--- src/rtl/pc_redirect_unit.sv ---
// pc_redirect_unit
//   Fetch-stage PC register and branch/jump redirect controller. Forms the
//   branch target from the branch's PC+4 plus the pre-shifted offset, picks
//   the next PC (sequential, branch, jump or hold) and raises if_flush for
//   FLUSH_CYCLES cycles after every accepted redirect.
//
// Ports
//   clk            rising-edge clock
//   reset          synchronous active-high reset
//   stall          hold the PC (load-use hazard)
//   branch_taken   branch resolved taken this cycle
//   branch_pc4     PC+4 of the resolving branch
//   branch_off_sl2 sign-extended offset, already shifted left by 2
//   jump           unconditional jump decoded this cycle
//   jump_index     instruction[25:0] of the jump
//   pc             current fetch address (registered)
//   pc_plus4       pc + 4 (combinational, wraps)
//   if_flush       kill the wrong-path instruction in IF/ID
//   redirect_pc    target of the last accepted redirect (registered)
//   misalign_trap  one-cycle pulse after a misaligned redirect
//
// Configuration
//   MISALIGN_TRAP_EN  defined: a misaligned target loads TRAP_VECTOR and
//                     pulses misalign_trap. Undefined: target bits [1:0]
//                     are cleared and misalign_trap is tied low.
module pc_redirect_unit #(
  parameter logic [31:0] RESET_PC     = 32'h0000_0000,
  parameter int unsigned FLUSH_CYCLES = 2,
  parameter logic [31:0] TRAP_VECTOR  = 32'h0000_0080
) (
  input  logic        clk,
  input  logic        reset,
  input  logic        stall,
  input  logic        branch_taken,
  input  logic [31:0] branch_pc4,
  input  logic [31:0] branch_off_sl2,
  input  logic        jump,
  input  logic [25:0] jump_index,
  output logic [31:0] pc,
  output logic [31:0] pc_plus4,
  output logic        if_flush,
  output logic [31:0] redirect_pc,
  output logic        misalign_trap
);

  typedef enum logic {ST_RUN, ST_FLUSH} state_t;

  // Counter load value: the redirect cycle itself is the first flush cycle.
  localparam logic [3:0] CNT_INIT = 4'(FLUSH_CYCLES - 1);

  state_t      state_q, state_d;
  logic [3:0]  cnt_q, cnt_d;
  logic [31:0] pc_q, pc_d;
  logic [31:0] rpc_q, rpc_d;

  logic [31:0] br_tgt;
  logic [31:0] j_tgt;
  logic [31:0] tgt_raw;
  logic [31:0] tgt;
  logic [31:0] seq_pc;
  logic        redirect_req;

  assign pc_plus4     = pc_q + 32'd4;
  assign br_tgt       = branch_pc4 + branch_off_sl2;
  assign j_tgt        = {pc_plus4[31:28], jump_index, 2'b00};
  // Branch beats jump when both arrive together.
  assign tgt_raw      = branch_taken ? br_tgt : j_tgt;
  assign redirect_req = branch_taken | jump;
  assign seq_pc       = stall ? pc_q : pc_plus4;

`ifdef MISALIGN_TRAP_EN
  logic trap_q, trap_d;
  logic tgt_misaligned;

  assign tgt            = tgt_raw;
  assign tgt_misaligned = (tgt_raw[1:0] != 2'b00);
  assign misalign_trap  = trap_q;
`else
  assign tgt            = tgt_raw & ~32'h0000_0003;
  assign misalign_trap  = 1'b0;
`endif

  always_comb begin
    state_d  = state_q;
    cnt_d    = cnt_q;
    pc_d     = pc_q;
    rpc_d    = rpc_q;
    if_flush = 1'b0;
`ifdef MISALIGN_TRAP_EN
    trap_d   = 1'b0;
`endif
    case (state_q)
      ST_RUN: begin
        if (redirect_req) begin
          if_flush = 1'b1;
          rpc_d    = tgt;
          pc_d     = tgt;
`ifdef MISALIGN_TRAP_EN
          if (tgt_misaligned) begin
            pc_d   = TRAP_VECTOR;
            trap_d = 1'b1;
          end
`endif
          if (FLUSH_CYCLES > 1) begin
            state_d = ST_FLUSH;
            cnt_d   = CNT_INIT;
          end
        end else begin
          pc_d = seq_pc;
        end
      end
      ST_FLUSH: begin
        // Redirect requests here belong to the wrong path and are dropped.
        if_flush = 1'b1;
        pc_d     = seq_pc;
        cnt_d    = cnt_q - 4'd1;
        if (cnt_q <= 4'd1) begin
          state_d = ST_RUN;
        end
      end
      default: begin
        state_d = ST_RUN;
        cnt_d   = 4'd0;
      end
    endcase
    if (reset) begin
      if_flush = 1'b0;
    end
  end

  always_ff @(posedge clk) begin
    if (reset) begin
      state_q <= ST_RUN;
      cnt_q   <= 4'd0;
      pc_q    <= RESET_PC;
      rpc_q   <= RESET_PC;
`ifdef MISALIGN_TRAP_EN
      trap_q  <= 1'b0;
`endif
    end else begin
      state_q <= state_d;
      cnt_q   <= cnt_d;
      pc_q    <= pc_d;
      rpc_q   <= rpc_d;
`ifdef MISALIGN_TRAP_EN
      trap_q  <= trap_d;
`endif
    end
  end

  assign pc          = pc_q;
  assign redirect_pc = rpc_q;

endmodule

--- config.mk ---
export PLATFORM = sky130hd
export DESIGN_NAME = pc_redirect_unit
export DESIGN_NICKNAME = d
export VERILOG_FILES = /design/src/rtl/pc_redirect_unit.sv
export SDC_FILE = /design/constraint.sdc
export NUM_CORES = 1
export LEC_CHECK = 0
export BUFFER_PORTS_ARGS = -buffer_cell sky130_fd_sc_hd__clkbuf_2
export CORE_MARGIN = 10
export CORE_UTILIZATION = 25
export DETAILED_ROUTE_END_ITERATION = 10
export GPL_TIMING_DRIVEN = 0
export PLACE_DENSITY = 0.57
export SYNTH_ARGS = -nofsm -noshare
export SYNTH_HDL_FRONTEND = slang
export SYNTH_SLANG_ARGS = --single-unit
--- constraint.sdc ---
create_clock -name clk -period 3.5 [get_ports clk]
set_input_delay 0.7 -clock clk [delete_from_list [all_inputs] [get_ports clk]]
set_output_delay 0.7 -clock clk [all_outputs]
set_load 0.01 [all_outputs]
After elaboration in Yosys (flattened, before gate mapping)
Cells that the tools add are included.
- register bits after elaboration: 67
- output and inout bits: 98
- reduce and logical (&&, ||, !) cells: 1
- muxes and demuxes: 11
- bitwise gates (word level): 2
- equality and inequality tests: 1
- order comparisons: 1
- $add $sub $neg: 3
- operators by type and width (kind ; number):
    32-bit two-way mux ; 3
    32-bit case mux with 2 select lines ; 1
    32-bit by 3-bit adder with 32-bit output, second input constant ; 1
    32-bit adder ; 1
    4-bit case mux with 2 select lines ; 1
    4-bit by 1-bit <= comparator with 1-bit output, second input constant ; 1
    4-bit two-way mux ; 1
    1-bit case mux with 2 select lines ; 2
    4-bit by 1-bit subtractor with 4-bit output, second input constant ; 1
    1-bit two-way mux ; 3
    2-bit inequality test, second input constant ; 1
    2-bit AND reduction ; 1
    1-bit inverter ; 1
    1-bit OR ; 1

Depth between registers and ports, before layout
- word-level depth: 4
- mapped depth: 10
- depth with buffers taken out: 9

Least setup slack after synthesis
Ideal clock, no wire load.
- kind: in2reg
- start point: input port branch_pc4[5]
- end point: register pc_q[29], in the netlist pc[29]
- stages: 9
- required time: 3380 ps
- arrival time: 2654 ps
- path slack: 726 ps
- cell sequence: ha_1 and3_1 and2_2 a211oi_1 a31o_2 o21ai_1 a21oi_1 o22ai_1 a211o_1
- cells in the longest elaborated chain, start to end: 4
- RTL lines (element ; RTL line ; text):
    from (decl) ; 35 ; input logic [31:0] branch_pc4,
    32-bit adder ; 64 ; assign br_tgt = branch_pc4 + branch_off_sl2;
    32-bit two-way mux ; 67 ; assign tgt_raw = branch_taken ? br_tgt : j_tgt;
    32-bit two-way mux ; 94 ; if (redirect_req) begin
    32-bit case mux with 2 select lines ; 92 ; case (state_q)
    to (signal assigned) ; 143 ; pc_q <= pc_d;
    to (decl) ; 53 ; logic [31:0] pc_q, pc_d;
No other way between the ends.
A chain may end at the register's enable or synchronous reset.

Worst setup path after layout
- start point: register pc_q[12], in the netlist pc[12]
- end point: output port pc_plus4[29]
- cells in the longest elaborated chain, start to end: 1
- RTL lines (element ; RTL line ; text):
    32-bit by 3-bit adder with 32-bit output ; 63 ; assign pc_plus4 = pc_q + 32'd4;
    to (decl) ; 40 ; output logic [31:0] pc_plus4,
No other way between the ends.

==> results.cfg <==
[outcome]
outcome = finished, final reports clean

[drt]
first_pass_iters = 4
wire_per_inst_um = 17.2
drcViolationCount = 0
drt-initial-drc-count = 230
postRouteAntennaNets = 0
via_count = 5283
vias_per_cell = 4.64
drt_wl_total_mm = 19.6

[critical_path]
cp-end-kind = primary output
critPathMaxStageDelay_ns = 0.37
crit_arrival_ns = 2.66
crit_chain = clkbuf_2 -> nand4_1 -> nor3_4 -> buf_4 -> nand4_2 -> nor2_2 -> nand2_1 -> xnor2_1 -> clkbuf_2
cp_top_family = simple AND/OR/NAND/NOR gates
start_kind = flop
cpMaxStageDelayCell = nor3_4
path_class = flop to primary output
critPathMaxFanout = 6
crit_required_ns = 2.80
path_buf_inv = 3
crit_path_frequent_cell = clkbuf_2

[clock_network]
clk_pin_slew_worst_paths_ns = 0.06
hold_buffers = 0
cts.sink_count = 65
clk_path_buf_depth = 2
htreeDepth = 3
cts_tree = built
cts_made_buffers = 9
worstSkewPairLatency_ns = 0.33
cts_root_buf = clkbuf_16

[final_layout]
fin_nets = 992
diodes = 0
utilization = 0.337
layout-drive-gt1-share = 0.295
syn2layout_area_growth_pct = 32.5

[logic_synthesis]
netlist_area_um2 = 5120
synthXorXnorAreaFrac = 0.133
yosys.area.top_type = dfxtp_1
synthMuxAreaShare = 0.0386
ys_warn_count = 0
synth_top_family_by_area = simple AND/OR/NAND/NOR gates
synth_fa_ha_area_frac = 0.0806
synth_seq_area_share = 0.254
synth-simple-area-share = 0.246
avgSynthCellArea_um2 = 7.80
synthFlopType = dfxtp_1
syn_inst = 657
ys_seq_elements = 65
synthArstFlopShare = 0
synth_top_area_frac = 0.254
synth_cell_types = 63
synth_compound_area_frac = 0.199
synth_edf_count = 0
synth_area_leaders = dfxtp_1, xnor2_1, ha_1

[grt]
grt_overflow_total = 0
grt_util_all_layers = 0.142
grt_max_degree = 13
antenna_found_initial = 0
grt_pass1_vias = 5275
grt_pass1_wl_mm = 29.9

[power]
p_leak_uw = 0.00318
vdd_ir_drop_max_v = 0.000216
p_per_area_nw_per_um2 = 415

[timing]
setup_viol = 0
fin_crit_sh = 0.959
relSlewSlack = 0.593
hold_viol = 0
finalSetupTns_ns = 0
hold_ws_ns = 0.441
worstMarginPinSlew_ns = 0.610
finalClockSkew_ns = 0.00844
period_minus_slack_ns = 3.36
drv_slew = 0
timing.fmax_mhz = 298

[die]
coreArea_um2 = 20200
fp.dieH_um = 163
die_w_um = 163
fp.dieArea_um2 = 26600
boundaryPins = 193
initial_utilization = 0.254
row_count = 52

[place]
gp_congestion = 0.855
port_buffers = 185
dp_hpwl_mm = 16.6

[hold_path]
hold_class = flop to flop

[run]
max-cap-violations = 0
==> worst min-delay path, stage by stage, from the launching register on <==
cell and delay, ns:
dfxtp_1 0.31, nand2_1 0.05, nand2_1 0.04
==> layer usage <==
metal,routed length [um],track usage
met3,1550,0.0367
met2,8970,0.231
met1,8870,0.181
met4,224,0.0369
met5,0,0
==> synth_stat cells (3+ instances only) <==
cell      instances
a211oi_1         11
a21o_1           19
a21oi_1          27
a22oi_1           6
a31oi_1           7
and2_1            7
and3_1            9
buf_1             4
buf_2            12
buf_4             7
clkbuf_1         20
dfxtp_1          65
ha_1             33
inv_1             9
mux2_2            6
mux2i_1          13
nand2_1          81
nand2b_1          6
nand3_1          33
nand3b_1          7
nand4_1          18
nor2_1           50
nor2b_1           8
nor3_1           15
nor3b_1           5
nor4_1            3
o211ai_1         11
o21a_1            3
o21ai_0          35
o21bai_1          3
o22ai_1           7
or2_2             3
xnor2_1          50
xor2_1           28
==> cell families (layout without fill, tap and decap cells) <==
family | after synthesis | in the layout
AO/OA/AOI/OAI | 151 | 151
XOR/XNOR | 78 | 78
adder cells (fa/ha/maj) | 33 | 33
buffers and inverters | 54 | 260
flip-flops | 65 | 65
multiplexers | 19 | 19
other | 1 | 7
AND/OR/NAND/NOR | 256 | 256
==> flip-flops by register name (all words and copies together), names as in the netlist <==
| signal | cells |
|---|---|
| cnt_q | 4 |
| redirect_pc | 30 |
| state_q | 1 |
| pc | 30 |
==> final timing paths <==
kind | cells after the start | endpoint | from | slack, ns
max | 9 | pc_plus4[29] | pc[12]$_SDFF_PP0_ | 0.14
min | 2 | redirect_pc[3]$_SDFFE_PP0P_ | redirect_pc[3]$_SDFFE_PP0P_ | 0.44
max reg2reg | 10 | pc[29]$_SDFF_PP0_ | pc[12]$_SDFF_PP0_ | 0.92
min reg2reg | 2 | redirect_pc[3]$_SDFFE_PP0P_ | redirect_pc[3]$_SDFFE_PP0P_ | 0.44
==> repair_timing <==
action / 4_1_cts / 5_1_grt
setup buffers: 1 / 4
gates resized for setup: 3 / 3
gates cloned: 0 / 0
setup endpoints to repair: 2 / 1
pin swaps: 2 / 1
==> placed cells by master (no fill, tap or decap), types with 4 or more instances in the layout <==
cell,n
clkbuf_2,187
nand2_1,81
dfxtp_1,65
xnor2_1,50
nor2_1,47
o21ai_0,35
nand3_1,33
ha_1,33
xor2_1,28
a21oi_1,27
clkbuf_1,21
a21o_1,19
nand4_1,18
nor3_1,15
mux2i_1,13
buf_2,12
buf_4,12
a211oi_1,11
o211ai_1,11
inv_1,9
clkbuf_16,9
and3_1,8
nor2b_1,8
and2_1,7
a31oi_1,7
nand3b_1,7
o22ai_1,7
conb_1,7
nand2b_1,6
a22oi_1,6
mux2_2,6
nor3b_1,5
buf_1,4
==> through the flow <==
step | instances | total power (uW) | setup WS [ns] | area [um^2]
floorplan | 663 | 1490 | 0.726 | 5150
global placement | 1118 | 1860 | 0.000467 | 6410
detailed placement | 1118 | 1870 | 0.00378 | 6410
CTS | 1135 | 2850 | 0.0618 | 6750
global route | 1139 | 2980 | -0.00387 | 6790
finish | 1139 | 2820 | 0.145 | 6790
==> layout make-up <==
| cell class | instances | area, um^2 |
|---|---|---|
| plain buffers | 45 | 213 |
| clock buffers | 10 | 229 |
| clock inverters | 6 | 92.6 |
| fillers | 2206 | 13400 |
| inverters | 9 | 33.8 |
| multi-input cells | 544 | 3620 |
| flip-flops and latches | 65 | 1300 |
| well taps | 270 | 338 |
| repair buffers | 190 | 963 |
==> report_power, final <==
part / switching, uW / total (uW) / leakage [uW] / internal [uW]
sequential: 84.2 / 916 / 0.000536 / 832
clock: 350 / 976 / 0.000149 / 626
combinational: 541 / 925 / 0.00249 / 384
total: 975 / 2820 / 0.00318 / 1840
No activity file was read; power rests on OpenSTA's default activity.
